**src/rtl/coax_rx_frame_decoder.sv**
```systemverilog
// ============================================================================
// Module   : coax_rx_frame_decoder
// Function : Recovers coax receive frames (quiesce, start violation, sync/data/
//            parity words, zero-sync end) from bit-timer sample strobes.
// Revision : 1.0 - initial release
// ============================================================================
`default_nettype none

module coax_rx_frame_decoder #(
    parameter int QUIESCE_BITS = 5,
    parameter int DATA_BITS    = 10
) (
    input  logic                 clk,
    input  logic                 reset,
    input  logic                 rx,
    input  logic                 sample,
    input  logic                 synchronized,
    output logic [DATA_BITS-1:0] data,
    output logic                 data_strobe,
    output logic                 parity_error,
    output logic                 active,
    output logic                 frame_end,
    output logic                 error
);

    localparam int ONES_W = $clog2(QUIESCE_BITS + 1);
    localparam int IDX_W  = $clog2(DATA_BITS + 1);

    typedef enum logic [2:0] {
        S_IDLE    = 3'd0,
        S_QUIESCE = 3'd1,
        S_VIOL    = 3'd2,
        S_SYNC    = 3'd3,
        S_DATA    = 3'd4,
        S_PARITY  = 3'd5
    } state_t;

    state_t                 r_state;
    logic [ONES_W-1:0]      r_ones;
    logic [IDX_W-1:0]       r_idx;
    logic [DATA_BITS-1:0]   r_shift;
    logic [DATA_BITS-1:0]   r_data;
    logic                   r_strobe;
    logic                   r_parity_error;
    logic                   r_active;
    logic                   r_frame_end;
    logic                   r_error;

    logic w_bit;
    logic w_in_frame;
    logic w_lost;
    logic w_drop;

    assign w_bit      = sample && synchronized;
    assign w_in_frame = (r_state == S_SYNC) || (r_state == S_DATA) || (r_state == S_PARITY);
    // Losing lock inside a frame is reported; losing it during the preamble is not.
    assign w_lost     = !synchronized && w_in_frame;
    assign w_drop     = !synchronized && ((r_state == S_QUIESCE) || (r_state == S_VIOL));

    always_ff @(posedge clk or posedge reset) begin
        if (reset) begin
            r_state        <= S_IDLE;
            r_ones         <= '0;
            r_idx          <= '0;
            r_shift        <= '0;
            r_data         <= '0;
            r_strobe       <= 1'b0;
            r_parity_error <= 1'b0;
            r_active       <= 1'b0;
            r_frame_end    <= 1'b0;
            r_error        <= 1'b0;
        end else begin
            r_strobe    <= 1'b0;
            r_frame_end <= 1'b0;
            r_error     <= 1'b0;
            if (w_lost) begin
                r_state  <= S_IDLE;
                r_active <= 1'b0;
                r_error  <= 1'b1;
            end else if (w_drop) begin
                r_state <= S_IDLE;
            end else if (w_bit) begin
                case (r_state)
                    S_IDLE: begin
                        if (rx) begin
                            r_state <= S_QUIESCE;
                            r_ones  <= ONES_W'(1);
                        end
                    end
                    S_QUIESCE: begin
                        if (rx) begin
                            if (r_ones != ONES_W'(QUIESCE_BITS)) begin
                                r_ones <= r_ones + ONES_W'(1);
                            end
                        end else if (r_ones >= ONES_W'(QUIESCE_BITS)) begin
                            r_state <= S_VIOL;
                        end else begin
                            r_state <= S_IDLE;
                        end
                    end
                    S_VIOL: begin
                        if (!rx) begin
                            r_state  <= S_SYNC;
                            r_active <= 1'b1;
                        end else begin
                            r_state <= S_QUIESCE;
                            r_ones  <= ONES_W'(1);
                        end
                    end
                    S_SYNC: begin
                        if (rx) begin
                            r_state <= S_DATA;
                            r_idx   <= '0;
                        end else begin
                            r_state     <= S_IDLE;
                            r_active    <= 1'b0;
                            r_frame_end <= 1'b1;
                        end
                    end
                    S_DATA: begin
                        r_shift <= {r_shift[DATA_BITS-2:0], rx};
                        r_idx   <= r_idx + IDX_W'(1);
                        if (r_idx == IDX_W'(DATA_BITS - 1)) begin
                            r_state <= S_PARITY;
                        end
                    end
                    S_PARITY: begin
                        r_data         <= r_shift;
                        r_parity_error <= (^r_shift) ^ rx;
                        r_strobe       <= 1'b1;
                        r_state        <= S_SYNC;
                    end
                    default: r_state <= S_IDLE;
                endcase
            end
        end
    end

    assign data         = r_data;
    assign data_strobe  = r_strobe;
    assign parity_error = r_parity_error;
    assign active       = r_active;
    assign frame_end    = r_frame_end;
    assign error        = r_error;

endmodule

`default_nettype wire

```
**config.mk**
```make
export PLATFORM = sky130hd
export DESIGN_NAME = coax_rx_frame_decoder
export DESIGN_NICKNAME = d
export VERILOG_FILES = /design/src/rtl/coax_rx_frame_decoder.sv
export SDC_FILE = /design/constraint.sdc
export NUM_CORES = 1
export LEC_CHECK = 0
export CORE_MARGIN = 2
export CORE_UTILIZATION = 45
export DETAILED_ROUTE_END_ITERATION = 10
export PLACE_DENSITY = 0.77
export SLEW_MARGIN = 10
export SYNTH_ARGS = -nofsm -noshare
export SYNTH_HDL_FRONTEND = slang
export SYNTH_SLANG_ARGS = --single-unit
```
**constraint.sdc**
```tcl
create_clock -name clk -period 2.1 [get_ports clk]
set_clock_uncertainty 0.05 [all_clocks]
set_input_delay 0.21 -clock clk [delete_from_list [all_inputs] [get_ports clk]]
set_output_delay 0.21 -clock clk [all_outputs]
set_load 0.01 [all_outputs]
```
# Yosys cells after proc, flatten, opt, wreduce, memory -nomap -nowiden
# Index checks and enable logic that the tools add are counted.
# Widths: inputs -> output; s select.
# totals
input_bits,5
wordCells,85
reg_bits,35
# classes
eq_ne,17
n_lt_le_gt_ge,1
n_mux,31
n_bitwise,3
addsub,2
reduce_logical,21
# ops
op,count
$mux 3,9
$pmux 3 s6,1
$mux 1,15
$reduce_and 4->1,3
$reduce_and 5->1,2
$reduce_xor 10->1,1
$ne 3x3->1 const B,3
$ne 4x4->1 const B,2
$pmux 4 s2,1
$reduce_and 7->1,1
$eq 3x2->1 const B,2
$eq 3x3->1 const B,2
$ne 2x2->1 const B,3
$pmux 3 s2,1
$reduce_bool 2->1,3
$reduce_bool 3->1,2
$add 4x1->4 const B,1
$eq 4x4->1 const B,1
$mux 2,2
$mux 4,1
$ne 2x1->1 const B,2
$ne 4x3->1 const B,1
$add 3x1->3 const B,1
$eq 3x1->1 const B,1
other kinds (9),14

# Depth between registers and ports, before layout
# Gate-level depths: netlist of run 1.
# depth
ltp_word,7
depth_mapped,7

# Worst setup path after synthesis of run 1
# No wires, ideal clock.
# synth_path
path_kind,flip-flop to flip-flop
from,reg r_state[1]
to,reg r_data[1] (netlist: data[1])
path_slack_ps,612
t_required_ps,1925
synth_period_minus_slack_ps,1488
path_stages_with_launch,5
arrival_ps,1313
path_cell_list,dfrtp_1 > nand2b_1 > nor3_2 > buf_4 > mux2_2
# synth_between
elab_chain_len,6
# synth_lines
element,line,rtl
from (decl),38,state_t r_state;
from (signal assigned),62,r_state <= S_IDLE;
from (signal assigned),77,r_state <= S_IDLE;
from (signal assigned),81,r_state <= S_IDLE;
$eq 3x2->1 or $eq 3x3->1 (tied branches),55,assign w_in_frame = (r_state == S_SYNC) || (r_state == S_DATA) || (r_state == S_PARITY);
$logic_or 1x1->1 (2 in a row),55,
$logic_and 1x1->1,57,assign w_lost = !synchronized && w_in_frame;
$not 1->1 (no source line),-,
$reduce_and 4->1 (no source line) (*),-,
to (signal assigned),128,r_data <= r_shift;
to (decl),42,logic [DATA_BITS-1:0] r_data;
# Every way passes the cells marked *; elsewhere a longest branch is shown, timed or not.
# A chain may end at the register's enable or synchronous reset.

# Final worst setup path of run 1
# layout_path
from,reg r_state[1]
to,reg r_state[1]
# layout_between
elab_chain_len,6
# layout_lines
element,line
$eq 3x2->1 or $eq 3x3->1 (tied branches),"55, 83"
$logic_or 1x1->1 (2 in a row),55
$logic_and 1x1->1,57
$ne 4x3->1 (no source line) (tied with other cells),-
$reduce_and 4->1 (no source line),-
# Parallel ways exist; a longest one is shown, timed or not. The select of a mux whose other input is x is not followed.

==> impl_metrics.json, run 1 <==
{
  "fill_cells": 311,
  "initial_core_util_pct": 47.10,
  "synth_edf_count": 0,
  "cts_buffer_depth": 2,
  "setup_viol": 0,
  "clock_latency_ps": 290,
  "ys_warn_count": 0,
  "dr_total_vias": 1180,
  "synth-simple-area-share_pct": 12.05,
  "fp.dieW_um": 65.90,
  "cts_tree": "yes",
  "fin_crit_ps": 1729,
  "drive_gt1_share_pct": 21.26,
  "ys_types": 37,
  "synth-xor-area-share_pct": 5.080,
  "nets": 182,
  "ant_nets": 0,
  "post_cts_resized": 0,
  "syn_to_final_growth_pct": 18.65,
  "register_area_um2": 875.8,
  "place_congestion": 0.8230,
  "multi_input_area_um2": 778.2,
  "cp-start-kind": "flip-flop",
  "drv_cap": 0,
  "cp_data_arrival_time_ps": 1860,
  "timing.hold.ws_ps": 246.0,
  "synthAdderAreaFrac_pct": 2.903,
  "synth_top_family_by_area": "multiplexers",
  "track_usage_pct": 16.65,
  "async_flop_share_pct": 100.0,
  "clock_sinks": 35,
  "powerDensity_nw_per_um2": 956.3,
  "fin_crit_sh_pct": 82.32,
  "htree_levels": 2,
  "syn_inst": 151,
  "diodes": 0,
  "io_pins": 20,
  "worst_slew_pin_slew_ps": 430.5,
  "crit_path_end_kind": "flip-flop",
  "post-route-util_pct": 55.88,
  "worstPathRequired_ps": 2230,
  "fin_setup_tns_ps": 0,
  "grt_max_degree": 36,
  "seq_area_frac_synth_pct": 50.80,
  "dr.pass1.iters": 4,
  "numCtsBuffers": 5,
  "synthMuxAreaShare_pct": 13.93,
  "maxSlewHeadroom_pct": 71.30,
  "postCtsHoldBufs": 0,
  "rows": 22,
  "gr-total-overflow": 0,
  "path_clk_slew_ps": 80,
  "core_um2": 3661,
  "synth_fp_nets": 160,
  "min_path_type": "primary input to async pin",
  "outcome": "complete, no violations",
  "cts-root-buf": "clkbuf_8",
  "die_area_um2": 4343,
  "antenna_found_initial": 0,
  "port_buffers": 19,
  "die_y_um": 65.90,
  "postCtsSetupRepairBufs": 0,
  "synth_compound_area_share_pct": 11.18,
  "rsz0062_at_grt": "false",
  "hpwl_mm": 2.146,
  "ys_ff_latch": 35,
  "crit_type": "flip-flop to flip-flop",
  "finalHoldViolations": 0,
  "wl_per_cell_um": 13.11,
  "drv_slew": 0,
  "grt_pass1_vias": 1150,
  "drc": 0,
  "routed_wl_mm": 2.911,
  "drt_iter0_drc": 67,
  "reg2reg_depth": 5,
  "power.leakage_nw": 0.9062,
  "cp_max_fo": 12,
  "syn_area_um2": 1724,
  "ir_drop_mv": 0.6265,
  "grt_pass1_wl_mm": 5.395,
  "routed_via_density": 5.315,
  "synth_ff_type": "dfrtp_1",
  "max_freq_mhz": 578.4,
  "avgSynthCellArea_um2": 11.42
}
[layout by cell type (no fill, tap or decap), types with 2 or more instances in the layout]
cell type,synthesis,final
nor2_1,5,5
buf_4,3,4
nor3_1,4,4
xor2_1,2,2
clkbuf_8,0,5
clkdlybuf4s50_1,0,19
nand3b_1,2,2
nand3_1,5,5
mux2_2,20,20
nand2b_1,2,2
clkinvlp_4,0,2
nand2_1,8,8
nor2b_1,3,3
xnor2_1,8,8
o21ai_0,10,10
inv_1,5,5
dfrtp_1,35,35
o31ai_1,4,4
ha_1,4,4
a21oi_1,9,9
[report_power, final]
part,internal [mW],switching (mW)
registers,0.778,0.140
clock network,0.237,0.253
logic,0.269,0.280
total,1.28,0.673
[registers in the layout, summed over array words and instances (netlist names)]
register,flops
error,1
r_ones,3
data_strobe,1
r_state,3
r_idx,4
parity_error,1
frame_end,1
r_shift,10
data,10
active,1
[critical path, cell delays in order, from the launching register on]
cell and delay (ps):
dfrtp_1 530, nor3b_4 380, a21oi_1 160, nor2_1 240, a21oi_1 70, o21ba_2 200
[stage by stage]
step | worst slack, ps | instance area, um2 | cells | total power [mW]
2_1_floorplan | 612.4 | 1724 | 151 | 1.325
3_3_place_gp | 273.2 | 1953 | 214 | 1.447
3_5_place_dp | 201.4 | 1953 | 214 | 1.480
4_1_cts | 397.6 | 2046 | 222 | 1.977
5_1_grt | 211.5 | 2046 | 222 | 2.109
6_report | 371.2 | 2046 | 222 | 1.956
[worst paths after layout]
check	from	end	slack, ps
max	r_state[1]$_DFFE_PP0P_	r_state[1]$_DFFE_PP0P_	370
min	reset	data[0]$_DFFE_PP0P_	250
max reg2reg	r_state[1]$_DFFE_PP0P_	r_state[1]$_DFFE_PP0P_	370
min reg2reg	data[6]$_DFFE_PP0P_	data[6]$_DFFE_PP0P_	460
max in group asynchronous	reset	data[5]$_DFFE_PP0P_	1430
min in group clk	data[6]$_DFFE_PP0P_	data[6]$_DFFE_PP0P_	460
[metal layers]
| layer | wire (um) | global-route usage [%] | up-vias |
|---|---|---|---|
| met2 | 1418 | 25.25 | 24 |
| met5 | 0 | 0 | - |
| met1 | 1339 | 22.01 | 574 |
| li1 | - | - | 578 |
| met4 | 47 | 7.813 | 0 |
| met3 | 106 | 4.600 | 4 |
[logic make-up after synthesis]
| family | after synthesis |
|---|---|
| AO/OA/AOI/OAI | 31 |
| XOR/XNOR | 10 |
| adder cells (fa/ha/maj) | 4 |
| buffers and inverters | 13 |
| flip-flops | 35 |
| multiplexers | 21 |
| AND/OR/NAND/NOR | 37 |
[area by class of cell]
cell class | count | share of cell area [%]
sequential | 35 | 42.81
multi-input combinational | 103 | 38.04
timing repair buffer | 23 | 10.76
clock buffer | 5 | 3.364
tap | 48 | 2.936
clock inverter | 3 | 1.162
inverter | 5 | 0.9174
[synth_stat cells, types with 2 or more instances]
cell | count | area share, %
clkbuf_1 | 2 | 0.44
nor2_1 | 5 | 1.1
xor2_1 | 2 | 1.0
o21ai_0 | 10 | 2.9
mux2_2 | 20 | 13
nand2b_1 | 2 | 0.73
buf_2 | 2 | 0.58
xnor2_1 | 8 | 4.1
nand3_1 | 5 | 1.5
nand3b_1 | 2 | 0.87
dfrtp_1 | 35 | 51
nor3_1 | 4 | 1.2
nand2_1 | 8 | 1.7
ha_1 | 4 | 2.9
inv_1 | 5 | 1.1
nor2b_1 | 3 | 1.1
buf_4 | 3 | 1.3
a21oi_1 | 9 | 2.6
o31ai_1 | 4 | 1.7
No activity file was read; power rests on OpenSTA's default activity.
==> run 2, diff against run 1 <==
==> constraint.sdc (replaced) <==
create_clock -name clk -period 1.6 [get_ports clk]
set_clock_uncertainty 0.05 [all_clocks]
set_input_delay 0.16 -clock clk [delete_from_list [all_inputs] [get_ports clk]]
set_output_delay 0.16 -clock clk [all_outputs]
set_load 0.01 [all_outputs]
==> run 2 against run 1 <==
Net effect:
- first-iteration DRC count down 21%
- combinational power up 74%
- global-route usage up 2.0 points
- non-clock buffer count up 14
- clock power up 72%
- hold slack worse by 29 ps
- wire length up 22%
- largest cell class unchanged
==> impl_metrics.json, run 2 (synthesized netlist as in run 1, its figures left out) <==
{
  "final_cell_mix": "dfrtp_1 (32), mux2_2 (20), clkdlybuf4s50_1 (19)",
  "cts_tree": "yes",
  "crit_type": "flip-flop to flip-flop",
  "ant_nets": 0,
  "min_path_type": "primary input to async pin",
  "rows": 22,
  "postCtsHoldBufs": 0,
  "wl_per_cell_um": 15.11,
  "fp.dieW_um": 65.90,
  "grt_pass1_wl_mm": 5.968,
  "die_area_um2": 4343,
  "antenna_found_initial": 0,
  "power.switching_mw": 0.9711,
  "clock_sinks": 35,
  "hpwl_mm": 2.520,
  "track_usage_pct": 18.61,
  "ir_drop_mv": 0.7036,
  "fill_cells": 306,
  "htree_levels": 2,
  "clock_latency_ps": 290,
  "dr_total_vias": 1278,
  "seq_power_share_pct": 39.9,
  "maxSlewHeadroom_pct": 71.24,
  "final_common_cell": "dfrtp_1",
  "cp_max_fo": 7,
  "cts-root-buf": "clkbuf_8",
  "timing.hold.ws_ps": 217.4,
  "drt_iter0_drc": 53,
  "die_y_um": 65.90,
  "p_comb_share_pct": 32.0,
  "max_freq_mhz": 639.6,
  "numCtsBuffers": 5,
  "switching_share_pct": 32.46,
  "rsz0062_at_grt": "true",
  "drc": 0,
  "outcome": "complete, no violations",
  "diodes": 0,
  "setup_viol": 0,
  "fin_crit_ps": 1563,
  "worst_slew_pin_slew_ps": 431.4,
  "dr.pass1.iters": 4,
  "powerDensity_nw_per_um2": 1357,
  "cp_data_arrival_time_ps": 1690,
  "io_pins": 20,
  "routed_via_density": 5.415,
  "grt_pass1_vias": 1304,
  "core_um2": 3661,
  "nets": 196,
  "p_clk_share_pct": 28.1,
  "worstPathRequired_ps": 1730,
  "power.leakage_nw": 0.9927,
  "cts_buffer_depth": 2,
  "place_congestion": 0.8708,
  "drv_slew": 0,
  "gr-total-overflow": 0,
  "post-route-util_pct": 60.22,
  "fin_setup_tns_ps": 0,
  "grt_max_degree": 36,
  "fin_crit_sh_pct": 97.72,
  "finalHoldViolations": 0,
  "p_int_mw": 2.020,
  "path_clk_slew_ps": 70,
  "syn_to_final_growth_pct": 27.87,
  "routed_wl_mm": 3.565,
  "drive_gt1_share_pct": 30.32,
  "crit_path_end_kind": "flip-flop",
  "drv_cap": 0,
  "port_buffers": 19,
  "cp-start-kind": "flip-flop",
  "initial_core_util_pct": 47.10
}
run 2: changes by cell type in the layout (fill, tap and decap cells not counted), sizes merged:
cell	before	now
buf	4	18
clkinvlp	2	0
bufinv	0	1
clkbuf	5	6
run 2: power groups by stage:
| stage | Sequential, mW | Combinational (mW) | Clock (mW) |
|---|---|---|---|
| after floorplan | 1.16 | 0.577 | 0 |
| after global placement | 1.18 | 0.844 | 0 |
| after detailed placement | 1.19 | 0.899 | 0 |
| after CTS | 1.18 | 0.925 | 0.863 |
| after global routing | 1.21 | 1.05 | 0.915 |
| final | 1.19 | 0.958 | 0.841 |
run 2: worst max-delay path, cell delays in order (launching register included):
cell,delay (ps)
dfrtp_2,450
nor3b_4,340
a21oi_1,160
nor2_1,200
a21oi_1,70
o21ba_2,190
run 2: final cells by class:
class	instances	area (um2)	share of cell area, %
clock buffer	6	82.58	3.746
clock inverter	2	38.79	1.759
inverter	5	18.77	0.8513
multi-input combinational	103	799.5	36.27
sequential	35	879.6	39.90
tap	48	60.06	2.724
timing repair buffer	37	325.3	14.76
run 2: layer usage:
| layer | vias up | share of wire, % | track usage (%) |
|---|---|---|---|
| li1 | 604 | - | - |
| met1 | 638 | 41 | 22.32 |
| met2 | 30 | 53 | 31.06 |
| met3 | 6 | 4.2 | 5.281 |
| met4 | 0 | 1.8 | 8.073 |
| met5 | - | 0 | 0 |
run 2: timing repair:
| item | 4_1_cts | 5_1_grt |
|---|---|---|
| setup endpoints to repair | 12 | 19 |
| buffers inserted | 1 | 0 |
| gates cloned | 0 | 0 |
| pin swaps | 0 | 4 |
| hold endpoints to repair | 0 | 0 |
| gates resized for setup | 2 | 6 |
run 2: final timing paths:
kind,slack (ps),end,cells past startpoint,startpoint
min,220,data[0]$_DFFE_PP0P_,3,reset
max,40,r_state[1]$_DFFE_PP0P_,5,r_state[2]$_DFFE_PP0P_
min in group clk,450,r_idx[3]$_DFFE_PP0P_,1,r_idx[3]$_DFFE_PP0P_
max in group asynchronous,950,r_state[2]$_DFFE_PP0P_,3,reset
max reg2reg,40,r_state[1]$_DFFE_PP0P_,5,r_state[2]$_DFFE_PP0P_
min reg2reg,450,r_idx[3]$_DFFE_PP0P_,1,r_idx[3]$_DFFE_PP0P_
run 2: per-stage QoR:
stage / instance area, um2 / total power, mW / worst slack [ps] / cells
2_1_floorplan: 1724 / 1.739 / 112.4 / 151
6_report: 2205 / 2.991 / 36.53 / 236
3_3_place_gp: 2051 / 2.022 / -41.25 / 227
5_1_grt: 2205 / 3.179 / -8.110 / 236
4_1_cts: 2186 / 2.970 / 2.250 / 236
3_5_place_dp: 2051 / 2.088 / -87.06 / 227
